**config.mk**
```make
export PLATFORM = sky130hd
export DESIGN_NAME = baud_tick_gen
export DESIGN_NICKNAME = d
export VERILOG_FILES = /design/src/rtl/baud_tick_gen.sv
export SDC_FILE = /design/constraint.sdc
export NUM_CORES = 1
export LEC_CHECK = 0
export CAP_MARGIN = 5
export CORE_MARGIN = 1
export CORE_UTILIZATION = 51
export DETAILED_ROUTE_END_ITERATION = 7
export GPL_ROUTABILITY_DRIVEN = 0
export GPL_TIMING_DRIVEN = 0
export PLACE_DENSITY = 0.84
export SLEW_MARGIN = 20
export SYNTH_ARGS = -nofsm -noshare
export SYNTH_HDL_FRONTEND = slang
export SYNTH_SLANG_ARGS = --single-unit
export TNS_END_PERCENT = 30
```
**constraint.sdc**
```tcl
create_clock -name clk -period 4.3 [get_ports clk]
set_clock_uncertainty 0.1 [all_clocks]
set_input_delay 0.43 -clock clk [delete_from_list [all_inputs] [get_ports clk]]
set_output_delay 0.43 -clock clk [all_outputs]
set_load 0.05 [all_outputs]
```
**src/rtl/baud_tick_gen.sv**
```systemverilog
// baud_tick_gen
//   Programmable UART baud-rate tick generator. Divides clk by a runtime
//   loadable divisor D to form an oversampling sample_tick, and derives a
//   bit-centre pulse (mid_tick) and a bit-end pulse (bit_tick) from it.
//
//   Optional feature macro: BAUD_GEN_FRAC_EN
//     Adds frac_in (sixteenths). A 4-bit accumulator gains frac_r on every
//     sample event; a carry stretches the following period to D+1 cycles.
//
// Ports
//   clk          system clock, rising edge
//   rst          asynchronous active-low reset
//   en           count enable
//   div_load     one-cycle strobe capturing div_in (and frac_in)
//   div_in       new divisor D (0 behaves as 1)
//   frac_in      fractional divisor in sixteenths (BAUD_GEN_FRAC_EN only)
//   resync       restart the tick phase, divisor kept
//   q            count within the current sample period
//   ovs_cnt      sample ticks seen within the current bit
//   sample_tick  registered pulse, one per sample period
//   mid_tick     registered pulse at the bit centre
//   bit_tick     registered pulse at the end of each bit
module baud_tick_gen #(
    parameter int N       = 8,
    parameter int OVS     = 16,
    parameter int DIV_RST = 163
) (
    input  logic                    clk,
    input  logic                    rst,
    input  logic                    en,
    input  logic                    div_load,
    input  logic [N-1:0]            div_in,
`ifdef BAUD_GEN_FRAC_EN
    input  logic [3:0]              frac_in,
`endif
    input  logic                    resync,
    output logic [N-1:0]            q,
    output logic [$clog2(OVS)-1:0]  ovs_cnt,
    output logic                    sample_tick,
    output logic                    mid_tick,
    output logic                    bit_tick
);

    localparam int OW = $clog2(OVS);

    logic [N-1:0]  div_r;
    logic [N:0]    eff_div;     // one bit wider so D+1 never overflows
    logic [N:0]    period;
    logic          sample_evt;
    logic [OW-1:0] ovs_nxt;
    logic          mid_hit;
    logic          bit_hit;

`ifdef BAUD_GEN_FRAC_EN
    logic [3:0]    frac_r;
    logic [3:0]    acc;
    logic          ext;         // current period is stretched by one cycle
    logic [4:0]    acc_sum;
`endif

    always_comb begin
        eff_div = (div_r == '0) ? (N+1)'(1) : {1'b0, div_r};
`ifdef BAUD_GEN_FRAC_EN
        acc_sum = {1'b0, acc} + {1'b0, frac_r};
        period  = eff_div + (N+1)'(ext);
`else
        period  = eff_div;
`endif
        sample_evt = en && ({1'b0, q} == period - (N+1)'(1));
        bit_hit    = (ovs_cnt == OW'(OVS - 1));
        mid_hit    = (ovs_cnt == OW'(OVS / 2 - 1));
        ovs_nxt    = bit_hit ? '0 : ovs_cnt + OW'(1);
    end

    always_ff @(posedge clk or negedge rst) begin
        if (!rst) begin
            div_r       <= N'(DIV_RST);
            q           <= '0;
            ovs_cnt     <= '0;
            sample_tick <= 1'b0;
            mid_tick    <= 1'b0;
            bit_tick    <= 1'b0;
`ifdef BAUD_GEN_FRAC_EN
            frac_r      <= '0;
            acc         <= '0;
            ext         <= 1'b0;
`endif
        end else if (div_load) begin
            div_r       <= div_in;
            q           <= '0;
            ovs_cnt     <= '0;
            sample_tick <= 1'b0;
            mid_tick    <= 1'b0;
            bit_tick    <= 1'b0;
`ifdef BAUD_GEN_FRAC_EN
            frac_r      <= frac_in;
            acc         <= '0;
            ext         <= 1'b0;
`endif
        end else if (resync) begin
            // Accumulator is kept; only the pending stretch is dropped so the
            // first period after resync is exactly D cycles.
            q           <= '0;
            ovs_cnt     <= '0;
            sample_tick <= 1'b0;
            mid_tick    <= 1'b0;
            bit_tick    <= 1'b0;
`ifdef BAUD_GEN_FRAC_EN
            ext         <= 1'b0;
`endif
        end else if (sample_evt) begin
            q           <= '0;
            ovs_cnt     <= ovs_nxt;
            sample_tick <= 1'b1;
            mid_tick    <= mid_hit;
            bit_tick    <= bit_hit;
`ifdef BAUD_GEN_FRAC_EN
            acc         <= acc_sum[3:0];
            ext         <= acc_sum[4];
`endif
        end else begin
            if (en) begin
                q <= q + N'(1);
            end
            sample_tick <= 1'b0;
            mid_tick    <= 1'b0;
            bit_tick    <= 1'b0;
        end
    end

endmodule
```
==> flow_metrics.py <==
metrics = {
    "clock_network": {
        "clk_path_buf_depth": 2,
        "insertion_delay_ps": 310,
        "root_buffer": "clkbuf_4",
        "cts.sinks": 23,
        "cts_buffers": 3,
        "cts_setup_buffers": 0,
        "cts_tree": "done",
        "cts_resized": 0,
        "path_clk_slew_ps": 130,
        "htreeDepth": 1,
    },
    "worst_setup_path": {
        "reg2reg_slack_ps": 840,
        "r2r_cells": 11,
        "critPathLaunch": "div_r[4]",
        "arrival_ps": 3600,
        "cp-endpoint": "ovs_cnt[0]",
        "critPathRequiredTime_ps": 4440,
        "r2r_end": "ovs_cnt[0]",
        "setup.worst_path.start_class": "register",
        "r2r_start": "div_r[4]",
        "path_class": "register to register",
        "critPathMaxFanout": 10,
        "endpoint_kind": "register",
    },
    "synthesis": {
        "synthFlopType": "dfrtp_1",
        "ys_ff_latch": 23,
        "yosys_warnings": 0,
        "yosysSeqAreaShare_pct": 40.6,
        "syn_nets": 149,
        "synth_edf_count": 0,
        "synth.distinct_cells": 44,
        "synth_cells": 133,
        "synthArstFlopShare_pct": 100,
        "syn_area_sq_mm": 0.00143,
        "avgSynthCellArea_sq_um": 10.8,
    },
    "sta": {
        "hold_viol_final": 0,
        "fmax_mhz": 289,
        "hold_slack_ps": 437,
        "drv_slew": 0,
        "period_minus_slack_ps": 3460,
        "setup_viol": 0,
        "fin_tns_setup_ps": 0,
        "fin_ws_ps": 838,
        "max_slew_margin_pct": 59.1,
        "fin_crit_sh_pct": 80.5,
        "rsz0062_at_grt": "no",
        "worstMarginPinSlew_ps": 613,
    },
    "placement": {
        "dp_hpwl_um": 2270,
        "pre_cts_slack_ps": 886,
        "placed_area_sq_mm": 0.00174,
        "port_buffers": 27,
    },
    "floorplan": {
        "core_sq_mm": 0.00257,
        "rows": 18,
        "die_y_um": 55.0,
        "die_x_um": 55.0,
        "die_area_sq_mm": 0.00302,
        "initial_core_util_pct": 55.7,
        "io_pins": 28,
    },
    "route": {
        "drt_pass1_iterations": 4,
        "totalWireLength_um": 3110,
        "vias": 1127,
        "via_per_inst": 5.78,
        "drtIter0Drc": 21,
        "ant_nets": 0,
        "wl_per_cell_um": 16.0,
        "drc": 0,
    },
    "global_routing": {
        "grt_max_degree": 24,
        "grt_pass1_wl_um": 5040,
        "grtUsageTotal_pct": 24.2,
        "grt_pass1_vias": 1143,
        "gr-total-overflow": 0,
        "antenna_found_initial": 0,
    },
    "layout": {
        "fillers": 216,
        "synthToLayoutAreaGrowth_pct": 23.8,
        "final_cell_area_sq_mm": 0.00177,
        "n_antenna_cell": 0,
        "final_util_pct": 69.0,
        "nNetsFinal": 182,
        "drive_gt1_share_pct": 20.6,
    },
    "job": {
        "maxCapViolCount": 0,
    },
    "power_and_ir_drop": {
        "total_leakage_power_nw": 0.684,
        "vdd_drop_max_mv": 0.257,
        "p_per_area_mw_per_mm2": 240,
    },
    "status": {
        "outcome": "finished clean",
    },
    "min_path": {
        "hp-class": "register to register",
    },
}
## metal layers
metal | vias up | wire length [um] | GRT usage [%]
met3 | 8 | 118 | 3.01
met1 | 543 | 1400 | 30.2
met2 | 27 | 1530 | 40.8
met4 | 0 | 63 | 12.9
met5 | - | 0 | 0
li1 | 549 | - | -
## critical path, cell delays in order, from the launching register on
cell and delay (ps):
dfrtp_1 400, buf_6 140, or4_4 570, nor2_4 160, nor2_1 60, ha_1 250, or3b_4 280, o22ai_1 100
a2111o_1 460, nor4_4 430, buf_6 220, mux2i_1 210
## layout by cell type (no fill, tap or decap), types with 3 or more instances in the layout
cell type	synthesis	routed
and3_1	4	4
buf_6	3	3
clkbuf_4	0	3
clkdlybuf4s50_1	0	26
dfrtp_1	19	19
dfstp_2	4	4
ha_1	3	3
inv_1	3	3
mux2_2	6	6
mux2i_1	3	3
nand2_1	14	14
nand3_1	6	6
nor2_1	5	5
nor3_2	6	6
o21ai_0	4	4
or3_1	3	3
xnor2_1	9	9
xor2_1	4	4
## cells by family after synthesis
logic type      share of synthesized area, %
buf+inv                                 3.67
compound gates                          9.27
simple gates                            29.0
xor+xnor                                7.96
mux                                     6.82
flops                                   40.6
fa+ha+maj                               2.62
## cells in the mapped netlist (all sizes together) (2+ instances only)
master  instances  area share [%]
nor4            3             3.4
or3             3             1.3
o21ai           4             1.4
mux2            6             4.7
buf             5             2.9
nand3b          2             1.0
nor3            8             4.9
or4             3             1.8
nor2b           2            0.87
inv             3            0.79
nand2b          2            0.87
nand2          14             3.7
nor2            6             2.1
nand3           6             2.1
or2             2            0.87
xor2            4             2.4
dfstp           4             7.3
o22ai           3             1.7
mux2i           3             2.1
ha              3             2.6
xnor2           9             5.5
dfrtp          19              33
and3            4             1.7
## cell type report
| type | count | area (sq um) | area share (%) |
|---|---|---|---|
| Sequential cell | 23 | 581 | 32.8 |
| Clock inverter | 1 | 5.00 | 0.283 |
| Timing Repair Buffer | 28 | 275 | 15.5 |
| Inverter | 3 | 11.3 | 0.636 |
| Clock buffer | 3 | 22.5 | 1.27 |
| Tap cell | 30 | 37.5 | 2.12 |
| Buffer | 5 | 41.3 | 2.33 |
| Multi-Input combinational cell | 102 | 797 | 45.0 |
## state kept, by name (all words and copies together), names as in the netlist
signal / flops
bit_tick: 1
div_r: 8
mid_tick: 1
ovs_cnt: 4
q: 8
sample_tick: 1
## how the worst min path moves through the flow
stage              from  endpoint  depth (start not counted)
5_1_grt        div_r[1]  div_r[1]                          2
4_1_cts        div_r[7]  div_r[7]                          2
3_3_place_gp   div_r[7]  div_r[7]                          2
6_report       div_r[7]  div_r[7]                          2
3_5_place_dp   div_r[7]  div_r[7]                          2
2_1_floorplan       rst  bit_tick                          0
## report_power, final
group / leakage [nW] / switching (mW) / internal, mW
combinational: 0.368 / 0.0441 / 0.0410
clock: 0.0177 / 0.0669 / 0.0348
sequential: 0.298 / 0.0113 / 0.227
## per-stage QoR
stage	instances	total power [mW]
floorplan	133	0.296
global placement	190	0.323
detailed placement	190	0.327
CTS	194	0.431
global route	195	0.445
finish	195	0.425
## timing repair
item                                    in CTS  in global routing
endpoints found under the setup margin       0                  0
hold endpoints to repair                     0                 17
hold buffers                                 0                  1
No activity file was read; power rests on OpenSTA's default activity.
